File: src/rtl/tictactoe_pkg.sv
// rtl/tictactoe_pkg.sv - shared Q-table widths, FSM encoding and address helper
package tictactoe_pkg;

    localparam int STATE_W = 14;
    localparam int Q_W     = 18;
    localparam int ACT_W   = 4;
    localparam int N_ACT   = 9;
    localparam int ADDR_W  = STATE_W + ACT_W;

    typedef enum logic [2:0] {
        ST_IDLE    = 3'd0,
        ST_RD_CUR  = 3'd1,
        ST_RD_NXT  = 3'd2,
        ST_RD_LAST = 3'd3,
        ST_CALC    = 3'd4,
        ST_WR      = 3'd5
    } upd_state_e;

    // Q-table word address: state in the upper bits, action in the low nibble.
    function automatic logic [ADDR_W-1:0] q_addr(input logic [STATE_W-1:0] s,
                                                 input logic [ACT_W-1:0]   a);
        return {s, a};
    endfunction

endpackage

File: src/rtl/q_arith_sat.sv
// rtl/q_arith_sat.sv - combinational Q-learning update with saturation to [0, 2^Q_W-1]
module q_arith_sat #(
    parameter int Q_W         = 18,
    parameter int R_W         = 8,
    parameter int ALPHA_SHIFT = 2,
    parameter int GAMMA_SHIFT = 3
) (
    input  logic [Q_W-1:0] q_cur_i,
    input  logic [Q_W-1:0] q_max_i,
    input  logic [R_W-1:0] reward_i,
    output logic [Q_W-1:0] q_new_o
);

    localparam int AW = Q_W + 3;

    logic signed [AW-1:0] m_s, q_s, r_s, g_s, t_s, d_s, n_s;

    always_comb begin
        m_s = {3'b000, q_max_i};
        q_s = {3'b000, q_cur_i};
        r_s = {{(AW-R_W){reward_i[R_W-1]}}, reward_i};
        g_s = m_s - (m_s >>> GAMMA_SHIFT);
        t_s = r_s + g_s;
        d_s = t_s - q_s;
        n_s = q_s + (d_s >>> ALPHA_SHIFT);
        // Three guard bits: sign says underflow, any other guard bit says overflow.
        if (n_s[AW-1]) begin
            q_new_o = '0;
        end else if (|n_s[AW-2:Q_W]) begin
            q_new_o = '1;
        end else begin
            q_new_o = n_s[Q_W-1:0];
        end
    end

endmodule

File: src/rtl/q_value_updater.sv
// rtl/q_value_updater.sv - sequences Q(s,a) and Q(s',0..8) reads, computes and writes back one Q update
module q_value_updater
    import tictactoe_pkg::*;
#(
    parameter int STATE_W     = tictactoe_pkg::STATE_W,
    parameter int Q_W         = tictactoe_pkg::Q_W,
    parameter int R_W         = 8,
    parameter int ALPHA_SHIFT = 2,
    parameter int GAMMA_SHIFT = 3
) (
    input  logic                 clk,
    input  logic                 rst,
    input  logic                 start,
    input  logic [STATE_W-1:0]   cur_state,
    input  logic [3:0]           action,
    input  logic [R_W-1:0]       reward,
    input  logic [STATE_W-1:0]   next_state,
    input  logic                 terminal,
    output logic [STATE_W+3:0]   mem_rd_addr,
    input  logic [Q_W-1:0]       mem_rd_data,
    output logic                 mem_wr_en,
    output logic [STATE_W+3:0]   mem_wr_addr,
    output logic [Q_W-1:0]       mem_wr_data,
    output logic                 busy,
    output logic                 done,
    output logic                 err
);

    localparam logic [ACT_W-1:0] K_LAST = ACT_W'(N_ACT - 1);

    upd_state_e           state_q;
    logic [ACT_W-1:0]     k_q;
    logic [STATE_W-1:0]   cur_q, nxt_q;
    logic [ACT_W-1:0]     act_q;
    logic [R_W-1:0]       reward_q;
    logic                 term_q, inval_q;
    logic [Q_W-1:0]       qsa_q, max_q, max_eff;
    logic [STATE_W+3:0]   rd_addr_q, wr_addr_q;
    logic [Q_W-1:0]       wr_data_q, wr_data_d;
    logic                 wr_en_q, busy_q, done_q, err_q;

    assign max_eff = term_q ? '0 : max_q;

    q_arith_sat #(
        .Q_W         (Q_W),
        .R_W         (R_W),
        .ALPHA_SHIFT (ALPHA_SHIFT),
        .GAMMA_SHIFT (GAMMA_SHIFT)
    ) u_arith (
        .q_cur_i  (qsa_q),
        .q_max_i  (max_eff),
        .reward_i (reward_q),
        .q_new_o  (wr_data_d)
    );

    always_ff @(posedge clk or posedge rst) begin
        if (rst) begin
            state_q   <= ST_IDLE;
            k_q       <= '0;
            cur_q     <= '0;
            nxt_q     <= '0;
            act_q     <= '0;
            reward_q  <= '0;
            term_q    <= 1'b0;
            inval_q   <= 1'b0;
            qsa_q     <= '0;
            max_q     <= '0;
            rd_addr_q <= '0;
            wr_addr_q <= '0;
            wr_data_q <= '0;
            wr_en_q   <= 1'b0;
            busy_q    <= 1'b0;
            done_q    <= 1'b0;
            err_q     <= 1'b0;
        end else begin
            wr_en_q <= 1'b0;
            done_q  <= 1'b0;
            err_q   <= 1'b0;
            case (state_q)
                ST_IDLE: begin
                    if (start) begin
                        cur_q     <= cur_state;
                        nxt_q     <= next_state;
                        act_q     <= action;
                        reward_q  <= reward;
                        term_q    <= terminal;
                        inval_q   <= (action > K_LAST);
                        rd_addr_q <= q_addr(cur_state, action);
                        busy_q    <= 1'b1;
                        state_q   <= ST_RD_CUR;
                    end
                end
                ST_RD_CUR: begin
                    k_q       <= '0;
                    rd_addr_q <= q_addr(nxt_q, '0);
                    state_q   <= ST_RD_NXT;
                end
                ST_RD_NXT: begin
                    // Read data lags the address by one cycle: k=0 returns Q(s,a).
                    if (k_q == '0) begin
                        qsa_q <= mem_rd_data;
                        max_q <= '0;
                    end else if (mem_rd_data > max_q) begin
                        max_q <= mem_rd_data;
                    end
                    if (k_q == K_LAST) begin
                        state_q <= ST_RD_LAST;
                    end else begin
                        k_q       <= k_q + ACT_W'(1);
                        rd_addr_q <= q_addr(nxt_q, k_q + ACT_W'(1));
                    end
                end
                ST_RD_LAST: begin
                    if (mem_rd_data > max_q) begin
                        max_q <= mem_rd_data;
                    end
                    state_q <= ST_CALC;
                end
                ST_CALC: begin
                    wr_data_q <= wr_data_d;
                    wr_addr_q <= q_addr(cur_q, act_q);
                    wr_en_q   <= ~inval_q;
                    done_q    <= 1'b1;
                    err_q     <= inval_q;
                    state_q   <= ST_WR;
                end
                ST_WR: begin
                    busy_q  <= 1'b0;
                    state_q <= ST_IDLE;
                end
                default: begin
                    busy_q  <= 1'b0;
                    state_q <= ST_IDLE;
                end
            endcase
        end
    end

    assign mem_rd_addr = rd_addr_q;
    assign mem_wr_en   = wr_en_q;
    assign mem_wr_addr = wr_addr_q;
    assign mem_wr_data = wr_data_q;
    assign busy        = busy_q;
    assign done        = done_q;
    assign err         = err_q;

endmodule
File: config.mk
export PLATFORM = sky130hd
export DESIGN_NAME = q_value_updater
export DESIGN_NICKNAME = d
export VERILOG_FILES = /design/src/rtl/tictactoe_pkg.sv /design/src/rtl/q_arith_sat.sv /design/src/rtl/q_value_updater.sv
export SDC_FILE = /design/constraint.sdc
export NUM_CORES = 1
export LEC_CHECK = 0
export ABC_AREA = 1
export CORE_ASPECT_RATIO = 1.1
export CORE_MARGIN = 2
export CORE_UTILIZATION = 35
export CTS_CLUSTER_SIZE = 24
export DETAILED_ROUTE_END_ITERATION = 16
export PLACE_DENSITY = 0.52
export SLEW_MARGIN = 5
export SYNTH_ARGS = -nofsm -noshare
export SYNTH_HDL_FRONTEND = slang
export SYNTH_SLANG_ARGS = --single-unit
export TNS_END_PERCENT = 50
File: constraint.sdc
create_clock -name clk -period 16.5 [get_ports clk]
set_clock_uncertainty 0.05 [all_clocks]
set_input_delay 4.95 -clock clk [delete_from_list [all_inputs] [get_ports clk]]
set_output_delay 4.95 -clock clk [all_outputs]
set_load 0.03 [all_outputs]
==> results.json, run 1 <==
{
  "ys_seq_area_frac": 0.358,
  "cp_common_cell": "nand2_1",
  "synth_edf_count": 0,
  "timing.final.crit_share": 0.454,
  "timing_hold_violations_final": 0,
  "drive_above_1_share": 0.0432,
  "status": "completed",
  "crit_required_ns": 16.75,
  "coreArea_mm2": 0.0279,
  "port_buffers": 119,
  "cts_post_setup_buffers_inserted": 0,
  "rsz0062_at_grt": "false",
  "synth-async-reset-ratio": 1.00,
  "clk_pin_slew_ns": 0.07,
  "grt_overflow": 0,
  "hold_slack_ns": 0.388,
  "max-cap-violations": 0,
  "vias": 9193,
  "n_antenna_cell": 0,
  "clock_latency_ns": 0.43,
  "synth_seq_cells": 143,
  "max_stage_delay_ns": 0.62,
  "cp_max_fo": 20,
  "viasPerCell": 4.93,
  "yosys_most_used_dff": "dfrtp_1",
  "cp_slowest_cell": "clkinv_1",
  "routabilityCongestion": 0.884,
  "min_period_ns": 7.49,
  "min_path_type": "reg -> reg",
  "worstPathArrival_ns": 7.74,
  "cts_hold_buf": 0,
  "regArea_mm2": 0.00358,
  "grt_max_degree": 84,
  "die_w_um": 165,
  "finalSetupViolCount": 0,
  "routed_wl_mm": 29.8,
  "grt_usage": 0.204,
  "drt_pre_antenna_iters": 5,
  "cts_buffers": 17,
  "wl_per_cell_um": 16.0,
  "final_max_slew_viol_count": 0,
  "yosysWarnings": 0,
  "ys_types": 49,
  "cts_resized": 0,
  "final_cell_mix": "nand2_1, inv_1, dfrtp_1",
  "drt-initial-drc-count": 546,
  "dieArea_mm2": 0.0300,
  "tns_ns": 0,
  "multiInputGateArea_mm2": 0.00568,
  "die_y_um": 181,
  "syn-instance-count": 1378,
  "synth_nets": 1527,
  "root_buffer": "clkbuf_16",
  "fill_cells": 2869,
  "remaining_drc_errors": 0,
  "final_common_cell": "nand2_1",
  "cts_tree": "built",
  "final_net_count": 1639,
  "area_growth_pct": 21.6,
  "ant_nets": 0,
  "utilization": 0.435,
  "slew_headroom": 0.283,
  "grt_pass1_wl_mm": 47.7,
  "rows": 64,
  "endpoint_kind": "register",
  "antenna_found_initial": 0,
  "pin_count": 120,
  "cp-start-kind": "input pin",
  "grt_pass1_vias": 9062,
  "h-tree-depth": 4,
  "crit_chain": "clkdlybuf4s50_1 > ha_1 > nand2_1 > inv_1 > o21ai_0 > nand2_1 > a21oi_1 > nand3_1 > nand2_1 > clkinv_1 > nor2_1 > o22ai_1",
  "cts_sinks": 143,
  "dp_hpwl_mm": 23.2,
  "clock.fmax_mhz": 134,
  "clockBufferDepth": 2,
  "synth_area_per_cell_um2": 7.26,
  "worst_pin_slew_ns": 1.07,
  "start_util": 0.358,
  "synth.cell_area_mm2": 0.0100,
  "critPathKind": "in -> reg"
}
-- metrics by stage --
stage | setup slack (ns) | instances | area (um2)
finish | 9.01 | 1866 | 12200
global route | 8.40 | 1866 | 12200
CTS | 9.03 | 1866 | 12200
detailed placement | 8.58 | 1834 | 11500
global placement | 8.65 | 1834 | 11500
floorplan | 7.66 | 1378 | 10000
-- critical path: cells and delay by family --
| kind | cells | cell delay [ns] |
|---|---|---|
| fa+ha+maj | 1 | 0.33 |
| buf+inv | 3 | 1.11 |
| simple gates | 5 | 0.96 |
| compound gates | 3 | 0.38 |
-- layer usage --
layer,global-route usage,vias up,part of all wire
li1,-,4699,-
met1,0.284,4297,0.48
met2,0.332,166,0.47
met3,0.0204,31,0.029
met4,0.0630,0,0.019
met5,0,-,0
-- path summary, 6_finish.rpt --
path,end,depth (start not counted),slack [ns],from
max,max_q[2]$_DFFE_PP0P_,12,9.01,mem_rd_data[11]
max in group asynchronous,max_q[16]$_DFFE_PP0P_,3,10.10,rst
min reg2reg,mem_wr_en$_DFF_PP0_,1,0.39,inval_q$_DFFE_PP0P_
min in group asynchronous,cur_q[3]$_DFFE_PP0P_,2,4.98,rst
min,mem_wr_en$_DFF_PP0_,1,0.39,inval_q$_DFFE_PP0P_
max reg2reg,mem_wr_data[16]$_DFFE_PP0P_,33,9.13,term_q$_DFFE_PP0P_
-- layout make-up --
class / count / share of cell area
tap: 363 / 0.0373
clock inverter: 15 / 0.0155
timing repair buffer: 125 / 0.102
sequential: 143 / 0.294
clock buffer: 17 / 0.0350
inverter: 160 / 0.0498
multi-input combinational: 1043 / 0.467
-- flip-flops by register name (all words and copies together), names as in the netlist, 3 cells and up --
signal and count:
qsa_q 18, reward_q 8, mem_wr_addr 18, state_q 3, mem_rd_addr 18, cur_q 14, max_q 18, mem_wr_data 18
nxt_q 14, k_q 4, act_q 4
-- cells by family (layout without fill, tap and decap cells) --
kind of cell             Yosys count  after routing  synth area share
adder cells (fa/ha/maj)           87             87             0.111
AND/OR/NAND/NOR                  649            649             0.263
flip-flops                       143            143             0.358
XOR/XNOR                          63             63            0.0552
buffers and inverters            192            317            0.0752
AO/OA/AOI/OAI                    244            244             0.138
-- synthesized netlist by cell type (3+ instances only) --
cell type    n  area share
nand2_1    429        0.16
inv_1      156       0.059
dfrtp_1    143        0.36
nor2_1     130       0.049
a21oi_1     85       0.043
ha_1        84        0.11
o21ai_0     77       0.039
nand3_1     44       0.022
xor2_1      38       0.033
a31oi_1     25       0.016
xnor2_1     25       0.022
clkbuf_1    21      0.0079
o22ai_1     17       0.011
a21o_1      10      0.0075
nand4_1     10      0.0063
nor3_1       9      0.0045
buf_2        7      0.0035
nand2_2      6      0.0038
o21bai_1     6      0.0045
nand3b_1     5      0.0038
nand3_2      4      0.0040
o21ai_1      4      0.0020
a21boi_0     3      0.0023
fa_1         3      0.0060
inv_2        3      0.0011
nor4_1       3      0.0019
o211ai_1     3      0.0023
Power of run 1 is left out: the tool's default activity adds up to more than one toggle a clock period on the data nets, which glitch-free logic cannot reach.
==> run 2, diff against run 1 <==
Settings changed: PLACE_DENSITY 0.52 to 0.54.
Clock period 16.5 ns to 6.1 ns, I/O delays scaled along.
==> run 2 against run 1 <==
Against the previous run: the run now ends with setup timing left; die area is the same; via count grew 5.9%; cell count rose by 6.9%; final area increased by 13%; sequential share of layout area fell by 3.3 points; hold slack worse by 0.0091 ns; routed wire length up 4.6%; critical endpoint is now mem_wr_data[13]$_DFFE_PP0P_; critical path depth rose by 26.
==> results.json, run 2 (synthesis results as in run 1) <==
{
  "grt_overflow": 0,
  "worst_pin_slew_ns": 1.08,
  "root_buffer": "clkbuf_16",
  "grt_pass1_wl_mm": 49.7,
  "critPathTopFamily": "simple AND/OR/NAND/NOR gates",
  "port_buffers": 119,
  "min_path_type": "reg -> reg",
  "utilization": 0.491,
  "rsz0062_at_grt": "true",
  "cts_buffers": 17,
  "status": "complete, but fails checks",
  "antenna_found_initial": 0,
  "clock_latency_ns": 0.43,
  "wl_per_cell_um": 15.6,
  "start_util": 0.358,
  "cts_sinks": 143,
  "violations": "setup timing",
  "grt_pass1_vias": 9622,
  "coreArea_mm2": 0.0279,
  "vias": 9733,
  "grt_usage": 0.210,
  "clockBufferDepth": 2,
  "grt_max_degree": 115,
  "max_stage_delay_ns": 0.46,
  "layout_setup_ws_ns": -0.0392,
  "viasPerCell": 4.88,
  "ant_nets": 0,
  "crit_required_ns": 6.37,
  "die_w_um": 165,
  "final_max_slew_viol_count": 0,
  "remaining_drc_errors": 0,
  "rows": 64,
  "cp_slowest_cell": "dfrtp_2",
  "timing_hold_violations_final": 0,
  "h-tree-depth": 4,
  "die_y_um": 181,
  "place_inst": 1936,
  "min_period_ns": 6.14,
  "timing.final.crit_share": 1.01,
  "cp_max_fo": 5,
  "cp-start-kind": "register",
  "n_antenna_cell": 0,
  "final_cell_mix": "nand2_1, inv_1, dfrtp_1",
  "drt-initial-drc-count": 627,
  "final_net_count": 1767,
  "drt_pre_antenna_iters": 5,
  "drive_above_1_share": 0.182,
  "worstPathArrival_ns": 6.41,
  "slew_headroom": 0.278,
  "area_growth_pct": 37.3,
  "clk_pin_slew_ns": 0.08,
  "dieArea_mm2": 0.0300,
  "endpoint_kind": "register",
  "final_common_cell": "nand2_1",
  "cts_hold_buf": 0,
  "cts_tree": "built",
  "post-place-ws_ns": -0.248,
  "max-cap-violations": 0,
  "finalSetupViolCount": 18,
  "routed_wl_mm": 31.2,
  "instances_no_fill": 1994,
  "clock.fmax_mhz": 163,
  "routabilityCongestion": 0.877,
  "critPathKind": "reg -> reg",
  "hold_slack_ns": 0.378,
  "cp_num_buf_inv": 6,
  "dp_hpwl_mm": 23.4,
  "pin_count": 120
}
[run 2: final timing paths]
check	cells after the start	slack, ns	from	endpoint
hold reg to reg	1	0.38	inval_q$_DFFE_PP0P_	mem_wr_en$_DFF_PP0_
hold / removal	1	0.38	inval_q$_DFFE_PP0P_	mem_wr_en$_DFF_PP0_
setup / recovery	38	-0.04	term_q$_DFFE_PP0P_	mem_wr_data[13]$_DFFE_PP0P_
min in group asynchronous	2	1.95	rst	mem_wr_addr[4]$_DFFE_PP0P_
max in group asynchronous	3	2.94	rst	term_q$_DFFE_PP0P_
setup reg to reg	38	-0.04	term_q$_DFFE_PP0P_	mem_wr_data[13]$_DFFE_PP0P_
[run 2: per-layer routing]
metal  wire (um)  up-vias  track usage  part of all wire
li1            -     4967            -                 -
met1       14400     4534        0.284              0.46
met2       15300      185        0.354              0.49
met3         859       47       0.0236             0.028
met4         686        0       0.0602             0.022
met5           0        -            0                 0
[run 2: area by class of cell]
cell class              count  area (um2)
fillers                  2809       14200
multi-input cells        1046        6230
flip-flops and latches    143        3580
repair buffers            250        2240
inverters                 160         608
well taps                 363         454
clock buffers              17         425
clock inverters            15         194
[run 2: timing repair]
action                                  CTS  global route
resized for setup                        40           106
endpoints found under the setup margin   18            18
pin swaps                                32            71
buffers inserted                         15             5
gates cloned                              3             3
[run 2: per-stage QoR]
step / instance area (um2) / setup TNS, ns
floorplan: 10000 / 0
global placement: 12300 / -0.485
detailed placement: 12300 / -4.14
CTS: 13200 / 0
global route: 13700 / -7.76
finish: 13700 / -0.382
Power of run 2 is left out for the same reason.
==> run 3, diff against run 2 <==
Settings changed: CORE_ASPECT_RATIO 1.1 to 0.75, RECOVER_POWER set to 100.
==> run 3 against run 2 <==
Against the previous run: the flow still finishes with violations (setup timing); first-iteration DRC count fell by 4.5%; die area barely moved; sequential share of layout area fell by 0.39 points; hold slack got worse by 0.0076 ns; setup slack got worse by 0.17 ns.
==> results.json, run 3 (synthesis results as in run 1) <==
{
  "h-tree-depth": 4,
  "hold_slack_ns": 0.371,
  "layout_setup_ws_ns": -0.208,
  "max-cap-violations": 0,
  "min_period_ns": 6.31,
  "die_y_um": 150,
  "crit_required_ns": 6.38,
  "antenna_found_initial": 1,
  "max_stage_delay_ns": 0.43,
  "clk_pin_slew_ns": 0.07,
  "grt_pass1_vias": 9269,
  "cp_slowest_cell": "dfrtp_1",
  "rows": 53,
  "drt-initial-drc-count": 599,
  "ant_nets": 0,
  "drive_above_1_share": 0.198,
  "min_path_type": "reg -> reg",
  "drt_pre_antenna_iters": 5,
  "final_cell_mix": "nand2_1, inv_1, dfrtp_1",
  "dieArea_mm2": 0.0300,
  "wl_per_cell_um": 16.1,
  "area_growth_pct": 39.3,
  "final_net_count": 1772,
  "cts_buffers": 17,
  "cts_hold_buf": 0,
  "clock_latency_ns": 0.44,
  "routabilityCongestion": 0.883,
  "routed_wl_mm": 32.5,
  "cts_sinks": 143,
  "timing_hold_violations_final": 0,
  "critPathKind": "reg -> reg",
  "viasPerCell": 4.84,
  "final_common_cell": "nand2_1",
  "timing.final.crit_share": 1.03,
  "worst_pin_slew_ns": 1.18,
  "cts_tree": "built",
  "port_buffers": 119,
  "r2r_start": "term_q$_DFFE_PP0P_",
  "status": "complete, but fails checks",
  "utilization": 0.497,
  "violations": "setup timing",
  "clockBufferDepth": 2,
  "finalSetupViolCount": 18,
  "pin_count": 120,
  "grt_overflow": 0,
  "start_util": 0.357,
  "endpoint_kind": "register",
  "vias": 9780,
  "coreArea_mm2": 0.0281,
  "worstPathArrival_ns": 6.59,
  "grt_max_degree": 104,
  "dp_hpwl_mm": 24.3,
  "cp_max_fo": 5,
  "cp-start-kind": "register",
  "root_buffer": "clkbuf_16",
  "post-place-ws_ns": -0.248,
  "n_antenna_cell": 0,
  "grt_pass1_wl_mm": 49.9,
  "final_max_slew_viol_count": 0,
  "fill_cells": 2768,
  "hp-start": "inval_q$_DFFE_PP0P_",
  "rsz0062_at_grt": "true",
  "slew_headroom": 0.209,
  "die_w_um": 199,
  "worstSetupStartpoint": "term_q$_DFFE_PP0P_",
  "grt_usage": 0.217,
  "remaining_drc_errors": 0,
  "clock.fmax_mhz": 159
}
-- run 3: layout make-up --
| type | count | area, um2 | share of cell area |
|---|---|---|---|
| multi-input cells | 1046 | 6430 | 0.461 |
| inverters | 160 | 606 | 0.0435 |
| well taps | 385 | 482 | 0.0346 |
| clock inverters | 15 | 154 | 0.0110 |
| flip-flops and latches | 143 | 3580 | 0.257 |
| repair buffers | 255 | 2270 | 0.163 |
| clock buffers | 17 | 425 | 0.0305 |
-- run 3: stage by stage --
stage / TNS, ns / std cells / area [um2]
final: -3.51 / 2021 / 13900
after global routing: -8.92 / 2021 / 13900
after CTS: 0 / 1995 / 13100
after detailed placement: -4.10 / 1951 / 12300
after global placement: -4.12 / 1951 / 12300
after floorplan: 0 / 1378 / 10000
-- run 3: critical path: cells and delay by family, from the launching register on --
family	cells	cell delay (ns)
AOI/OAI and AO/OA	9	1.32
adders and majority gates	5	1.54
xor gates and xnor gates	3	0.55
buffers and inverters	6	0.77
DFF	1	0.43
and+or+nand+nor	15	1.48
-- run 3: worst paths after layout --
check	cells past startpoint	slack, ns	to
max	38	-0.21	mem_wr_data[12]$_DFFE_PP0P_
min	1	0.37	mem_wr_en$_DFF_PP0_
max reg2reg	38	-0.21	mem_wr_data[12]$_DFFE_PP0P_
min reg2reg	1	0.37	mem_wr_en$_DFF_PP0_
max in group asynchronous	3	3.12	max_q[3]$_DFFE_PP0P_
min in group asynchronous	2	1.90	cur_q[12]$_DFFE_PP0P_
-- run 3: timing repair --
action | 4_1_cts | 5_1_grt
setup endpoints to repair | 18 | 18
pin swaps | 18 | 95
resized for setup | 29 | 152
setup buffers | 9 | 26
cloned | 3 | 0
-- run 3: routing by layer --
| layer | up-vias | wire length (um) | share of wire | track usage |
|---|---|---|---|---|
| li1 | 4955 | - | - | - |
| met4 | 0 | 286 | 0.0088 | 0.0444 |
| met5 | - | 0 | 0 | 0 |
| met2 | 202 | 13800 | 0.42 | 0.308 |
| met1 | 4603 | 16800 | 0.52 | 0.333 |
| met3 | 20 | 1610 | 0.050 | 0.0477 |
Power of run 3 is left out for the same reason.
